--- src/rtl/alu_datapath.sv ---
// A/B operand registers, add/subtract ALU, bus output mux and carry/zero flags.
// Optional ALU_SIGNED_OVF_EN adds the flag_v port and signed-overflow register.
module alu_datapath #(
    parameter int unsigned WIDTH = 8
) (
    input  logic             clk,
    input  logic             n_rst,
    input  logic [WIDTH-1:0] bus_in,
    input  logic             ai,
    input  logic             bi,
    input  logic             ao,
    input  logic             eo,
    input  logic             su,
    input  logic             fi,
    output logic [WIDTH-1:0] bus_out,
    output logic             bus_out_en,
    output logic [WIDTH-1:0] reg_a,
    output logic             flag_c,
`ifdef ALU_SIGNED_OVF_EN
    output logic             flag_v,
`endif
    output logic             flag_z
);

    localparam int unsigned MSB = WIDTH - 1;

    logic [WIDTH-1:0] a_q;
    logic [WIDTH-1:0] b_q;
    logic [WIDTH:0]   alu_ext;
    logic [WIDTH-1:0] alu_sum;
    logic             alu_carry;
    logic             alu_zero;

    // Bit WIDTH of the extended subtraction is set exactly when A < B, so it doubles as borrow.
    always_comb begin
        alu_ext   = '0;
        if (su) begin
            alu_ext = {1'b0, a_q} - {1'b0, b_q};
        end else begin
            alu_ext = {1'b0, a_q} + {1'b0, b_q};
        end
        alu_sum   = alu_ext[MSB:0];
        alu_carry = alu_ext[WIDTH];
        alu_zero  = (alu_sum == '0);
    end

    // Result has priority over A when both drivers are requested.
    always_comb begin
        bus_out = '0;
        if (eo) begin
            bus_out = alu_sum;
        end else if (ao) begin
            bus_out = a_q;
        end
        bus_out_en = ao | eo;
    end

    always_ff @(posedge clk or negedge n_rst) begin
        if (!n_rst) begin
            a_q <= '0;
            b_q <= '0;
        end else begin
            if (ai) a_q <= bus_in;
            if (bi) b_q <= bus_in;
        end
    end

    always_ff @(posedge clk or negedge n_rst) begin
        if (!n_rst) begin
            flag_c <= 1'b0;
            flag_z <= 1'b0;
        end else if (fi) begin
            flag_c <= alu_carry;
            flag_z <= alu_zero;
        end
    end

`ifdef ALU_SIGNED_OVF_EN
    logic alu_ovf;

    // Add overflows on like-signed operands; subtract on unlike-signed ones; both when the sign flips from A.
    always_comb begin
        alu_ovf = 1'b0;
        if (su) begin
            alu_ovf = (a_q[MSB] != b_q[MSB]) && (alu_sum[MSB] != a_q[MSB]);
        end else begin
            alu_ovf = (a_q[MSB] == b_q[MSB]) && (alu_sum[MSB] != a_q[MSB]);
        end
    end

    always_ff @(posedge clk or negedge n_rst) begin
        if (!n_rst) begin
            flag_v <= 1'b0;
        end else if (fi) begin
            flag_v <= alu_ovf;
        end
    end
`endif

    assign reg_a = a_q;

endmodule

--- config.mk ---
export PLATFORM = sky130hd
export DESIGN_NAME = alu_datapath
export DESIGN_NICKNAME = d
export VERILOG_FILES = /design/src/rtl/alu_datapath.sv
export SDC_FILE = /design/constraint.sdc
export NUM_CORES = 1
export LEC_CHECK = 0
export CORE_AREA = 2 2 74 76
export DETAILED_ROUTE_END_ITERATION = 10
export DIE_AREA = 0 0 76 78
export PLACE_DENSITY_LB_ADDON = 0.25
export SLEW_MARGIN = 25
export SYNTH_ARGS = -nofsm -noshare
export SYNTH_HDL_FRONTEND = slang
export SYNTH_SLANG_ARGS = --single-unit
--- constraint.sdc ---
create_clock -name clk -period 8.3 [get_ports clk]
set_input_delay 1.66 -clock clk [delete_from_list [all_inputs] [get_ports clk]]
set_output_delay 1.66 -clock clk [all_outputs]
set_load 0.05 [all_outputs]
==> impl_metrics.tcl, run 1 <==
set metrics [dict create \
    chipWidth_um 76 \
    post-cts-setup-buffer-count 0 \
    initialDrtViolationCount 28 \
    grt_antenna_before_repair 0 \
    multi_input_comb_area_um2 763 \
    cts.path.max_buffers 2 \
    final_layout_size_suffix_gt1_frac 0.143 \
    dpl.hpwl_um 2490 \
    synth.lib_cells_used.distinct 29 \
    synth_seq_area_share 0.361 \
    clkSlewWorstSetupHoldPaths_ns 0.07 \
    root_buffer "sky130_fd_sc_hd__clkbuf_8" \
    mostFrequentLayoutCells "sky130_fd_sc_hd__clkdlybuf4s50_1 (34), sky130_fd_sc_hd__dfrtp_1 (18), sky130_fd_sc_hd__mux2_2 (13), sky130_fd_sc_hd__xnor2_1 (11), sky130_fd_sc_hd__nor2_1 (11)" \
    number_of_global_route_vias_before_repair 1068 \
    cts_hold_repair.buffers 0 \
    max_cap_viol_count 0 \
    net_count_final 188 \
    clock_sink_count 18 \
    grt_max_degree 19 \
    cts_tree "yes" \
    total_leakage_power_nw 0.700 \
    filler_cells 520 \
    power_density_nw_per_um2 223 \
    floorplan.core_area_um2 5040 \
    instances_no_fill 231 \
    outcome "finished clean" \
    gr-usage-all-layers 0.105 \
    number_of_failing_setup_endpoints_in_the_final_timing_report 0 \
    critical_path.endpoint_type "output port" \
    fin_setup_tns_ns 0 \
    detail-route-antenna-nets 0 \
    grt_first_pass_wirelength_um 5070 \
    tightest_slew_ns 0.812 \
    finalCriticalPeriod_ns 6.41 \
    cts_resizes 0 \
    worstSkewPairLatency_ns 0.25 \
    crit_fanout 8 \
    ff_latch_area_um2 450 \
    fp.dieArea_um2 5930 \
    vdd_drop_max_mv 0.118 \
    antennaDiodeCount 0 \
    fin_crit_sh 0.773 \
    firstDrtPassIters 4 \
    pins_over_slew_limit 0 \
    placed_cells 227 \
    vias_per_cell 4.39 \
    fin_hold_ws_ns 0.509 \
    synth_top_cell_area_share 0.361 \
    rsz0062_at_grt "no" \
    synth_register_bits 18 \
    place_congestion 0.788 \
    flow.area_growth_from_synthesis_pct 37.5 \
    portBuffers 34 \
    critical_path_arrival_ns 4.75 \
    post_synth.cell_area_avg_um2 9.82 \
    hp-class "reg -> reg" \
    route.vias.total 1013 \
    fmaxAchievable_mhz 156 \
    cp.required_ns 6.64 \
    final-hold-violation-count 0 \
    finalWirelength_um 3000 \
    drc 0 \
    floorplan.rows 26 \
    final_common_cell "sky130_fd_sc_hd__clkdlybuf4s50_1" \
    top_level_ports 35 \
    initial_utilization 0.247 \
    synthCells 127 \
    mappedNetlistArea_um2 1250 \
    worstSetupStartpointType "input pin" \
    fin_worst_skew_ns 0.00280 \
    cts_buffers 3 \
    wl_per_cell_um 13.0 \
    netlist_top_cells_area "sky130_fd_sc_hd__dfrtp_1 (36%), sky130_fd_sc_hd__mux2_2 (12%), sky130_fd_sc_hd__ha_1 (9.0%)" \
    post-synth-top-area-cell "sky130_fd_sc_hd__dfrtp_1" \
    worstSetupPathType "in -> out" \
    cts.htree.levels 1 \
    ys.warnings.count 0 \
    timing.slew.headroom 0.457 \
    syn_nets 153 \
    grt.overflow.total 0 \
    chipHeight_um 78 \
]
==> cell usage after synthesis, drive strengths merged <==
cell / number
nand2b: 4
o211ai: 1
nor2: 12
inv: 5
o21a: 3
xor2: 1
dfrtp: 18
mux2i: 2
a31o: 1
clkbuf: 4
nor4: 2
a22o: 5
a211oi: 1
nand2: 10
xnor2: 11
mux2: 13
o41ai: 1
nand3: 2
nor2b: 2
or2: 1
nor3: 2
o21ai: 7
ha: 9
or4: 1
a21oi: 8
fa: 1
==> routing by layer <==
layer / up-vias / track usage / wire length, um
met3: 2 / 0.0221 / 108
met5: - / 0 / 0
met1: 479 / 0.125 / 1420
met4: 0 / 0.0400 / 20
li1: 515 / - / -
met2: 17 / 0.185 / 1450
==> metrics by stage <==
step | area [um^2] | setup slack, ns | total power, mW | utilization
after floorplan | 1250 | 2.75 | 0.255 | -
after global placement | 1660 | 1.90 | 0.313 | 0.329
after detailed placement | 1660 | 1.88 | 0.315 | 0.329
after CTS | 1720 | 1.87 | 0.387 | 0.340
after global routing | 1720 | 1.71 | 0.406 | 0.340
final | 1720 | 1.89 | 0.383 | 0.340
==> where the power goes <==
group          internal [mW]  switching, mW  total [mW]
clock                 0.0421         0.0279      0.0700
combinational         0.0836          0.122       0.206
sequential            0.0969         0.0105       0.107
==> final timing paths <==
| check | endpoint | from | slack [ns] | cells after the start |
|---|---|---|---|---|
| worst max-delay path | bus_out[7] | su | 1.89 | 11 |
| worst min-delay path | flag_z | flag_z | 0.51 | 2 |
| worst max register to register | flag_z | b_q[0] | 5.47 | 10 |
| worst min register to register | flag_z | flag_z | 0.51 | 2 |
| max in group asynchronous | b_q[0] | n_rst | 5.92 | 1 |
| min in group asynchronous | reg_a[2] | n_rst | 1.88 | 1 |
==> sequential cells by signal (all words and copies together) (netlist names) <==
register,flops
reg_a,8
flag_c,1
b_q,8
flag_z,1
==> logic make-up after synthesis <==
kind of cell,share of synthesized area
buffers and inverters,0.0271
adders and majority gates,0.106
muxes,0.133
DFF,0.361
xor gates and xnor gates,0.0843
and+or+nand+nor,0.141
AOI/OAI and AO/OA,0.146
==> worst max-delay path, cell delays in order <==
cell                              delay (ns)
sky130_fd_sc_hd__clkdlybuf4s50_1        0.62
sky130_fd_sc_hd__mux2_2                 0.40
sky130_fd_sc_hd__inv_1                  0.07
sky130_fd_sc_hd__ha_1                   0.22
sky130_fd_sc_hd__nand2b_1               0.09
sky130_fd_sc_hd__a21oi_1                0.11
sky130_fd_sc_hd__a31o_2                 0.26
sky130_fd_sc_hd__a21oi_1                0.18
sky130_fd_sc_hd__xnor2_1                0.18
sky130_fd_sc_hd__a22o_1                 0.17
sky130_fd_sc_hd__clkdlybuf4s50_1        0.80
==> cell type report <==
type	count	area share
Tap cell	70	0.0511
Sequential cell	18	0.263
Inverter	5	0.0109
Timing Repair Buffer	34	0.198
Clock buffer	4	0.0321
Multi-Input combinational cell	100	0.445
No activity file was read; power rests on OpenSTA's default activity.
==> run 2: changes to the inputs <==
clock period = 5.85 ns   (was 8.3 ns; I/O delays follow)
==> impl_metrics.tcl, run 2 (same netlist as run 1, synthesis figures left out) <==
set metrics [dict create \
    max_cap_viol_count 0 \
    rsz0062_at_grt "no" \
    fin_setup_tns_ns 0 \
    flow.area_growth_from_synthesis_pct 37.3 \
    timing.critical_path.slowest_cell_delay_ns 0.80 \
    worstSetupPathType "in -> out" \
    outcome "finished clean" \
    cts.path.max_buffers 2 \
    initial_utilization 0.247 \
    final_common_cell "sky130_fd_sc_hd__clkdlybuf4s50_1" \
    firstDrtPassIters 4 \
    floorplan.core_area_um2 5040 \
    layout_setup_ws_ns 0.447 \
    initialDrtViolationCount 18 \
    net_count_final 188 \
    cts.htree.levels 1 \
    fin_crit_sh 0.924 \
    post-cts-setup-buffer-count 0 \
    cts_resizes 0 \
    total_leakage_power_nw 0.701 \
    critical_path_arrival_ns 4.23 \
    vias_per_cell 4.48 \
    detail-route-antenna-nets 0 \
    grt_antenna_before_repair 0 \
    fmaxAchievable_mhz 185 \
    number_of_failing_setup_endpoints_in_the_final_timing_report 0 \
    cts_hold_repair.buffers 0 \
    chipWidth_um 76 \
    mostFrequentLayoutCells "sky130_fd_sc_hd__clkdlybuf4s50_1 (33), sky130_fd_sc_hd__dfrtp_1 (18), sky130_fd_sc_hd__mux2_2 (13), sky130_fd_sc_hd__xnor2_1 (11), sky130_fd_sc_hd__nor2_1 (11)" \
    root_buffer "sky130_fd_sc_hd__clkbuf_8" \
    fin_worst_skew_ns 0.00171 \
    final_layout_size_suffix_gt1_frac 0.149 \
    grt_max_degree 19 \
    fp.dieArea_um2 5930 \
    grt.overflow.total 0 \
    worstSkewPairLatency_ns 0.25 \
    chipHeight_um 78 \
    gr-usage-all-layers 0.107 \
    antennaDiodeCount 0 \
    final-hold-violation-count 0 \
    route.vias.total 1034 \
    worstSetupStartpointType "input pin" \
    power_density_nw_per_um2 318 \
    number_of_global_route_vias_before_repair 1152 \
    timing.slew.headroom 0.452 \
    grt_first_pass_wirelength_um 5190 \
    top_level_ports 35 \
    critPathSlowestCell "sky130_fd_sc_hd__clkdlybuf4s50_1" \
    place_worst_setup_slack_ns 0.443 \
    cts_buffers 3 \
    tightest_slew_ns 0.820 \
    finalWirelength_um 3010 \
    clkSlewWorstSetupHoldPaths_ns 0.07 \
    cp.required_ns 4.68 \
    finalCriticalPeriod_ns 5.40 \
    hp-class "reg -> reg" \
    floorplan.rows 26 \
    drc 0 \
    dpl.hpwl_um 2470 \
    critical_path.endpoint_type "output port" \
    cts_tree "yes" \
    portBuffers 34 \
    vdd_drop_max_mv 0.127 \
    wl_per_cell_um 13.0 \
    clock_sink_count 18 \
    place_congestion 0.792 \
    pins_over_slew_limit 0 \
    crit_fanout 8 \
    worstPathCellList "clkdlybuf4s50_1, mux2_2, inv_1, ha_1, nand2b_1, a21oi_1, a31o_2, a21oi_1, xnor2_1, a22o_1, clkdlybuf4s50_1" \
]
run 2: path summary, 6_finish.rpt:
path	from	endpoint	slack, ns	cells past startpoint
min reg2reg	flag_z	flag_z	0.49	2
min in group asynchronous	n_rst	reg_a[2]	1.39	1
min	flag_z	flag_z	0.49	2
max	su	bus_out[7]	0.45	11
max reg2reg	b_q[0]	flag_z	3.04	10
max in group asynchronous	n_rst	b_q[7]	3.96	1
run 2: layer usage:
layer / track usage / routed length, um
met1: 0.123 / 1330
met2: 0.195 / 1480
met3: 0.0186 / 111
met4: 0.0436 / 78
met5: 0 / 0
run 2: area by class of cell:
cell class	instances	area, um^2
fill	514	3330
tap	70	87.6
sequential	18	450
clock buffer	4	55.1
multi-input combinational	100	763
inverter	5	18.8
timing repair buffer	34	338
run 2: through the flow:
stage	instances	hold slack, ns	instance area [um^2]	power, mW	util
2_1_floorplan	127	0.526	1250	0.362	-
3_3_place_gp	227	0.486	1660	0.443	0.329
3_5_place_dp	227	0.480	1660	0.446	0.329
4_1_cts	231	0.495	1710	0.549	0.340
5_1_grt	231	0.546	1710	0.577	0.340
6_report	231	0.486	1710	0.544	0.340
run 2: critical path: cells and delay by family:
kind,cells,cell delay (ns)
buffers and inverters,3,1.49
AOI/OAI and AO/OA,4,0.70
muxes,1,0.40
adders and majority gates,1,0.22
xor gates and xnor gates,1,0.17
and+or+nand+nor,1,0.09
run 2: report_power, final:
group          total, mW  switching [mW]  internal (mW)
clock network      0.101          0.0411         0.0598
logic              0.291           0.173          0.118
registers          0.152          0.0148          0.137
total              0.544           0.229          0.315
